$ cat src/rtl/waka_pkg.sv
// Shared constants and types for the hls_macc operand feeder.
// WAKA_FEEDER_SEED_EN is consumed by waka_macc_feeder.
package waka_pkg;

   localparam int unsigned DW     = 32;
   localparam int unsigned N_OPS  = 20;
   localparam int unsigned N_RES  = 4;
   // One extra code point so the operand counter can address the seed slot.
   localparam int unsigned OP_AW  = $clog2(N_OPS + 1);
   localparam int unsigned RES_AW = $clog2(N_RES);

   typedef enum logic [1:0] {LOAD, RUN, DRAIN, EMIT} feeder_state_e;

   localparam int unsigned OP_IN1  = 0;
   localparam int unsigned OP_IN2  = 1;
   localparam int unsigned OP_IN3  = 2;
   localparam int unsigned OP_IN4  = 3;
   localparam int unsigned OP_IN7  = 4;
   localparam int unsigned OP_IN8  = 5;
   localparam int unsigned OP_IN9  = 6;
   localparam int unsigned OP_IN10 = 7;
   localparam int unsigned OP_IN14 = 8;
   localparam int unsigned OP_IN12 = 9;
   localparam int unsigned OP_IN15 = 10;
   localparam int unsigned OP_IN17 = 11;
   localparam int unsigned OP_IN19 = 12;
   localparam int unsigned OP_IN20 = 13;
   localparam int unsigned OP_IN22 = 14;
   localparam int unsigned OP_IN24 = 15;
   localparam int unsigned OP_IN27 = 16;
   localparam int unsigned OP_IN28 = 17;
   localparam int unsigned OP_IN29 = 18;
   localparam int unsigned OP_IN32 = 19;

   localparam int unsigned RES_RET = 0;
   localparam int unsigned RES_13  = 1;
   localparam int unsigned RES_30  = 2;
   localparam int unsigned RES_31  = 3;

endpackage

$ cat src/rtl/waka_operand_bank.sv
// N_OPS x DW operand register file: single indexed write port, flat parallel read.
module waka_operand_bank
   import waka_pkg::*;
(
   input  logic                ap_clk,
   input  logic                ap_rst,
   input  logic                we,
   input  logic [OP_AW-1:0]    waddr,
   input  logic [DW-1:0]       wdata,
   output logic [N_OPS*DW-1:0] rdata
);

   logic [DW-1:0] mem_q [N_OPS];

   always_ff @(posedge ap_clk or posedge ap_rst) begin
      if (ap_rst) begin
         for (int i = 0; i < int'(N_OPS); i++) begin
            mem_q[i] <= '0;
         end
      end else if (we && (waddr < OP_AW'(N_OPS))) begin
         mem_q[waddr] <= wdata;
      end
   end

   always_comb begin
      rdata = '0;
      for (int i = 0; i < int'(N_OPS); i++) begin
         rdata[i*DW +: DW] = mem_q[i];
      end
   end

endmodule

$ cat src/rtl/waka_macc_feeder.sv
// Serial operand loader, ap_start/ap_done sequencer and result streamer for hls_macc.
// Optional WAKA_FEEDER_SEED_EN: a 21st load word seeds the out30 state register.
module waka_macc_feeder
   import waka_pkg::*;
(
   input  logic                ap_clk,
   input  logic                ap_rst,
   input  logic [DW-1:0]       s_data,
   input  logic                s_valid,
   output logic                s_ready,
   output logic [DW-1:0]       m_data,
   output logic                m_valid,
   output logic                m_last,
   input  logic                m_ready,
   output logic                k_ap_start,
   input  logic                k_ap_done,
   input  logic                k_ap_idle,
   output logic [N_OPS*DW-1:0] k_in,
   input  logic [DW-1:0]       k_out13,
   input  logic                k_out13_vld,
   output logic [DW-1:0]       k_out30_i,
   input  logic [DW-1:0]       k_out30_o,
   input  logic                k_out30_vld,
   input  logic [DW-1:0]       k_out31,
   input  logic                k_out31_vld,
   input  logic [DW-1:0]       k_return,
   output logic                busy
);

`ifdef WAKA_FEEDER_SEED_EN
   localparam int unsigned LAST_OP = N_OPS;
`else
   localparam int unsigned LAST_OP = N_OPS - 1;
`endif

   feeder_state_e     state_q, state_d;
   logic [OP_AW-1:0]  op_cnt_q;
   logic [RES_AW-1:0] res_cnt_q;
   logic [DW-1:0]     out30_q, res13_q, res31_q, ret_q;
   logic              s_hs, m_hs, op_last, res_last, bank_we;

   // Idle is status only; the one-cycle DRAIN already guarantees the kernel re-arms.
   logic unused_idle;
   assign unused_idle = k_ap_idle;

   assign s_hs     = s_valid && s_ready;
   assign m_hs     = m_valid && m_ready;
   assign op_last  = (op_cnt_q == OP_AW'(LAST_OP));
   assign res_last = (res_cnt_q == RES_AW'(N_RES - 1));
   assign bank_we  = s_hs && (op_cnt_q < OP_AW'(N_OPS));

   waka_operand_bank u_bank (
      .ap_clk (ap_clk),
      .ap_rst (ap_rst),
      .we     (bank_we),
      .waddr  (op_cnt_q),
      .wdata  (s_data),
      .rdata  (k_in)
   );

   always_comb begin
      state_d = state_q;
      unique case (state_q)
         LOAD:  if (s_hs && op_last) state_d = RUN;
         RUN:   if (k_ap_done) state_d = DRAIN;
         DRAIN: state_d = EMIT;
         EMIT:  if (m_hs && res_last) state_d = LOAD;
         default: state_d = LOAD;
      endcase
   end

   always_ff @(posedge ap_clk or posedge ap_rst) begin
      if (ap_rst) begin
         state_q   <= LOAD;
         op_cnt_q  <= '0;
         res_cnt_q <= '0;
         out30_q   <= '0;
         res13_q   <= '0;
         res31_q   <= '0;
         ret_q     <= '0;
      end else begin
         state_q <= state_d;
         if (s_hs) begin
            op_cnt_q <= op_last ? '0 : op_cnt_q + 1'b1;
         end
         if (m_hs) begin
            res_cnt_q <= res_last ? '0 : res_cnt_q + 1'b1;
         end
         if (state_q == RUN) begin
            if (k_out13_vld) res13_q <= k_out13;
            if (k_out30_vld) out30_q <= k_out30_o;
            if (k_out31_vld) res31_q <= k_out31;
            if (k_ap_done)   ret_q   <= k_return;
         end
`ifdef WAKA_FEEDER_SEED_EN
         if (s_hs && (op_cnt_q == OP_AW'(N_OPS))) begin
            out30_q <= s_data;
         end
`endif
      end
   end

   always_comb begin
      s_ready    = (state_q == LOAD);
      m_valid    = (state_q == EMIT);
      m_last     = m_valid && res_last;
      k_ap_start = (state_q == RUN);
      busy       = (state_q != LOAD);
      k_out30_i  = out30_q;
      m_data     = '0;
      unique case (res_cnt_q)
         RES_AW'(RES_RET): m_data = ret_q;
         RES_AW'(RES_13):  m_data = res13_q;
         RES_AW'(RES_30):  m_data = out30_q;
         RES_AW'(RES_31):  m_data = res31_q;
         default:          m_data = '0;
      endcase
   end

endmodule

$ cat config.mk
export PLATFORM = sky130hd
export DESIGN_NAME = waka_macc_feeder
export DESIGN_NICKNAME = d
export VERILOG_FILES = /design/src/rtl/waka_pkg.sv /design/src/rtl/waka_operand_bank.sv /design/src/rtl/waka_macc_feeder.sv
export SDC_FILE = /design/constraint.sdc
export NUM_CORES = 1
export LEC_CHECK = 0
export BUFFER_PORTS_ARGS = -buffer_cell sky130_fd_sc_hd__clkbuf_2
export CAP_MARGIN = 20
export CELL_PAD_IN_SITES_DETAIL_PLACEMENT = 1
export CELL_PAD_IN_SITES_GLOBAL_PLACEMENT = 2
export CORE_AREA = 5 5 343 345
export DETAILED_ROUTE_END_ITERATION = 8
export DIE_AREA = 0 0 348 350
export PLACE_DENSITY = 0.69
export SLEW_MARGIN = 40
export SYNTH_ARGS = -nofsm -noshare
export SYNTH_HDL_FRONTEND = slang
export SYNTH_SLANG_ARGS = --single-unit
$ cat constraint.sdc
create_clock -name ap_clk -period 48.9 [get_ports ap_clk]
set_input_delay 4.89 -clock ap_clk [delete_from_list [all_inputs] [get_ports ap_clk]]
set_output_delay 4.89 -clock ap_clk [all_outputs]
set_load 0.02 [all_outputs]
**Yosys cells after proc, flatten, opt, wreduce, memory -nomap -nowiden**

Cells that the tools add are included.

- Muxes and demuxes: 10
- Add/subtract/negate cells: 2
- Equality and inequality tests: 10
- $lt $le $gt $ge: 3
- Bitwise gates (word level): 1
- Reduce and logical (&&, ||, !) cells: 16

Operator list:

| kind | count |
|---|---|
| $bwmux 640 | 1 |
| $demux 32 s5 | 1 |
| $pmux 32 s4 | 1 |
| $mux 32 | 1 |
| $eq 2x2->1 const B | 4 |
| $logic_and 1x1->1 | 8 |
| $mux 2 | 4 |
| $pmux 2 s4 | 1 |
| $reduce_and 2->1 | 4 |
| $ge 6x6->1 const B | 1 |
| $lt 6x1->1 const B | 1 |
| $ne 2x1->1 const B | 3 |
| $not 5->6 | 1 |
| $add 5x1->5 const B | 1 |
| $eq 5x5->1 const B | 1 |
| $lt 5x5->1 const B | 1 |
| $mux 5 | 1 |
| $eq 2x1->1 const B | 2 |
| $logic_not 2->1 | 2 |
| $reduce_and 3->1 | 1 |
| $add 2x1->2 const B | 1 |
| $reduce_bool 2->1 | 1 |

- Register bits: 777
- Word-level logic and storage cells: 69
- Bits of input ports: 169

**Depth between registers and ports, before layout**

- Depth after elaboration: 6
- Depth in mapped cells: 8
- Gate-level depth less buffers: 6

**Modules after synthesis**

A second synthesis with hierarchy kept.

- Cell total of the unflattened synthesis: 1,888
- Area total of the unflattened synthesis: 30,304.1 sq um

Modules (own cells, without submodules):

| module | cells an instance | times used | area each (sq um) |
|---|---|---|---|
| waka_operand_bank | 1,444 | 1 | 24,143.2 |
| waka_macc_feeder | 444 | 1 | 6,160.9 |

**Worst setup path before layout**

Ideal clock, no wire load.

- Path type: flip-flop to output port
- Start point: register res_cnt_q[0]
- End point: output m_data[0]
- Path buffers: 2
- Stages on the path, launching flop included: 6
- Arrival time: 1.764 ns
- Slack: 42.246 ns
- Required time: 44.010 ns
- Cell sequence: dfrtp_1 -> inv_1 -> ha_1 -> clkbuf_1 -> buf_1 -> mux2i_1

- Cells in the longest elaborated chain, start to end: 2
- Elaborated cells on any way between the ends: 5

RTL lines:

| element | RTL line | text |
|---|---|---|
| start: declaration | waka_macc_feeder.sv:38 | `logic [RES_AW-1:0] res_cnt_q;` |
| start signal: assignment | waka_macc_feeder.sv:87 | `res_cnt_q <= res_last ? '0 : res_cnt_q + 1'b1;` |
| $eq 2x2->1, or another cell as far along | waka_macc_feeder.sv:111 | `unique case (res_cnt_q)` |
| $pmux 32 s4 (*) | waka_macc_feeder.sv:111 |  |
| end: declaration | waka_macc_feeder.sv:11 | `output logic [DW-1:0] m_data,` |

Every way passes the cells marked *; elsewhere a longest branch is shown, timed or not.

**Worst setup path after layout**

- Start point: register res_cnt_q[0]
- End point: output m_data[31]

The elaborated chain is that of the path after synthesis.

==> summary.md <==
| Metric | Value |
|---|---|
| Number of synthesized flops with an enable pin | 0 |
| Total core area | 0.114 mm2 |
| Min-delay src | u_bank.rdata[155] |
| Max clock buf depth | 3 |
| Wire per inst | 27.0 um |
| Reg clk slew, reported paths | 0.07 ns |
| # setup viols final | 0 |
| Max Freq | 0.127 GHz |
| Initial Util | 0.265 |
| Least-Margin Pin Slew | 0.792 ns |
| Tcrit/Tclk final | 0.161 |
| Yosys warns | 0 |
| Setup Crit Path Kind | reg2out |
| GP Congestion | 0.769 |
| Crit. Startpoint | res_cnt_q[0] |
| CTS buffer count | 89 |
| Tot GR Track Use | 0.187 |
| Critical Path RT | 44.01 ns |
| Antenna violations before repair | 15 |
| Rows | 124 |
| Commonest cells after routing, fill and taps aside | 876 x clkbuf_2, 777 x dfrtp_1, 431 x mux2_2 |
| Area grow syn2layout | 30.4% |
| Final Max Slew Viols | 0 |
| Total Power | 2.41 mW |
| Final wirelength | 117000 um |
| Synth Register Bits | 777 |
| Sequential-to-total area share from yosys stat | 0.644 |
| Pin count of the biggest net entering global routing | 113 |
| Number of nets in the layout | 2924 |
| Worst hold path class | reg2reg |
| Post-route ant nets | 0 |
| Die X-Extent | 348 um |
| Post-CTS Setup Bufs | 0 |
| Net Count, Synth | 2065 |
| Relative slew slack | 0.471 |
| Reg-to-Reg Start | state_q[0] |
| # port buffers | 876 |
| Fillers | 12200 |
| Crit start category | flop |
| Maximum vdd drop | 32.6 uV |
| Vias per inst | 4.53 |
| Asr flop ratio synth | 1.00 |
| Number of remaining DRC errors | 0 |
| CTS Hold Buffers Added | 0 |
| Most common cell after layout, fill and taps aside | clkbuf_2 |
| Static Leak | 20.9 nW |
| Mapped Area | 0.0302 mm2 |
| Setup crit end kind | output pin |
| Avg Cell Area, Syn | 16.0 um2 |
| Num Clock Sinks | 777 |
| Status | completed |
| Die area | 0.122 mm2 |
| Final hold violation count | 0 |
| 1st-pass router iterations | 7 |
| First-pass GRT wire length | 165000 um |
| Number of global-route vias before repair | 21400 |
| Unique masters post-synth | 28 |
| Max_cap viols | 0 |
| DR vias | 19600 |
| Layout cell share with drive strength beyond 1 | 0.539 |
| Clock latency on the worst-skew pair | 0.69 ns |
| RSZ-0062 raised after global routing | false |
| Synth Instances | 1883 |
| Clk root buf | clkbuf_16 |
| Pwr Density | 61.2 mW/mm2 |
| Die H | 350 um |
| H-tree Lvls | 3 |
| HPWL Detailed | 81500 um |
| IO Count | 878 |
| Gates resized, CTS repair | 0 |
| CTS tree | done |
| Tmin final | 7.89 ns |
| Setup total negative slack | 0 ns |
| GR Overflow Total | 0 |
| DRT iter0 DRCs | 1000 |
| Most common flop cell mapped by yosys | dfrtp_1 |
| CP max FO | 19 |
| Worst EP arrival | 3.00 ns |
| Clock Skews | 0.0416 ns |
per-stage QoR:
step | setup slack, ns | hold WS, ns | std cells | utilization | instance area, um2
final | 41.01 | 0.481 | 4338 | 0.346 | 39400
after global routing | 40.93 | 0.494 | 4330 | 0.346 | 39300
after CTS | 40.86 | 0.487 | 4327 | 0.345 | 39300
after detailed placement | 41.46 | 0.474 | 4163 | 0.318 | 36200
after global placement | 41.08 | 0.467 | 4157 | 0.317 | 36100
after floorplan | 22.20 | 0.478 | 1883 | - | 30200
logic make-up (layout without fill, tap and decap cells):
logic type / after synthesis / after routing / share of synthesized area
multiplexers: 804 / 804 / 0.299
flip-flops: 777 / 777 / 0.644
buffers and inverters: 193 / 1125 / 0.0303
AND/OR/NAND/NOR: 55 / 55 / 0.00920
AO/OA/AOI/OAI: 39 / 39 / 0.0120
adder cells (fa/ha/maj): 13 / 13 / 0.00539
XOR/XNOR: 2 / 2 / 0.000580
other: 0 / 11 / 0
critical path: stages (launching register included):
cell and delay [ns]:
dfrtp_1 0.44, ha_2 0.38, buf_4 0.31, a222oi_1 0.67, mux2i_1 0.28, clkbuf_2 0.23
per-layer routing:
layer  up-vias  track usage  routed length (um)
met5         -            0                  36
li1       8353            -                   -
met4         6       0.0670                3820
met1     10400        0.218               45000
met3       173       0.0639                9850
met2       709        0.322               58200
cells in the mapped netlist, types with 6 or more instances:
master | instances | area share
a222oi_1 | 32 | 0.011
buf_1 | 15 | 0.0019
buf_2 | 26 | 0.0043
buf_4 | 30 | 0.0075
buf_6 | 6 | 0.0022
clkbuf_1 | 76 | 0.0094
dfrtp_1 | 777 | 0.64
ha_1 | 13 | 0.0054
inv_1 | 40 | 0.0050
mux2_1 | 340 | 0.13
mux2_2 | 431 | 0.16
mux2i_1 | 33 | 0.011
nand2_1 | 16 | 0.0020
nand3_1 | 8 | 0.0013
nor2_1 | 8 | 0.00099
nor2_2 | 12 | 0.0025
power by group:
part           internal, mW  switching, mW
combinational         0.288          0.498
sequential            0.823         0.0996
clock                 0.409          0.293
registers in the layout, summed over array words and instances, names as in the netlist:
name / flops
u_bank.rdata: 640
state_q: 2
ret_q: 32
k_out30_i: 32
res_cnt_q: 2
res13_q: 32
op_cnt_q: 5
res31_q: 32
cell type report:
cell class / instances / area [um2] / share of cell area
Timing Repair Buffer: 921 / 4800 / 0.122
Clock inverter: 37 / 542 / 0.0138
Tap cell: 1512 / 1890 / 0.0481
Sequential cell: 777 / 19400 / 0.494
Multi-Input combinational cell: 913 / 9930 / 0.252
Inverter: 40 / 163 / 0.00413
Antenna cell: 11 / 27.5 / 0.000699
Clock buffer: 127 / 2570 / 0.0653
path summary, 6_finish.rpt:
path | slack (ns) | depth (start not counted) | end
hold reg to reg | 0.48 | 1 | u_bank.rdata[155]
max in group asynchronous | 42.64 | 4 | u_bank.rdata[193]
min in group asynchronous | 4.34 | 2 | ret_q[5]
hold / removal | 0.48 | 1 | u_bank.rdata[155]
setup reg to reg | 45.33 | 7 | u_bank.rdata[338]
setup / recovery | 41.01 | 5 | m_data[31]
(Power assumes the default switching activity.)
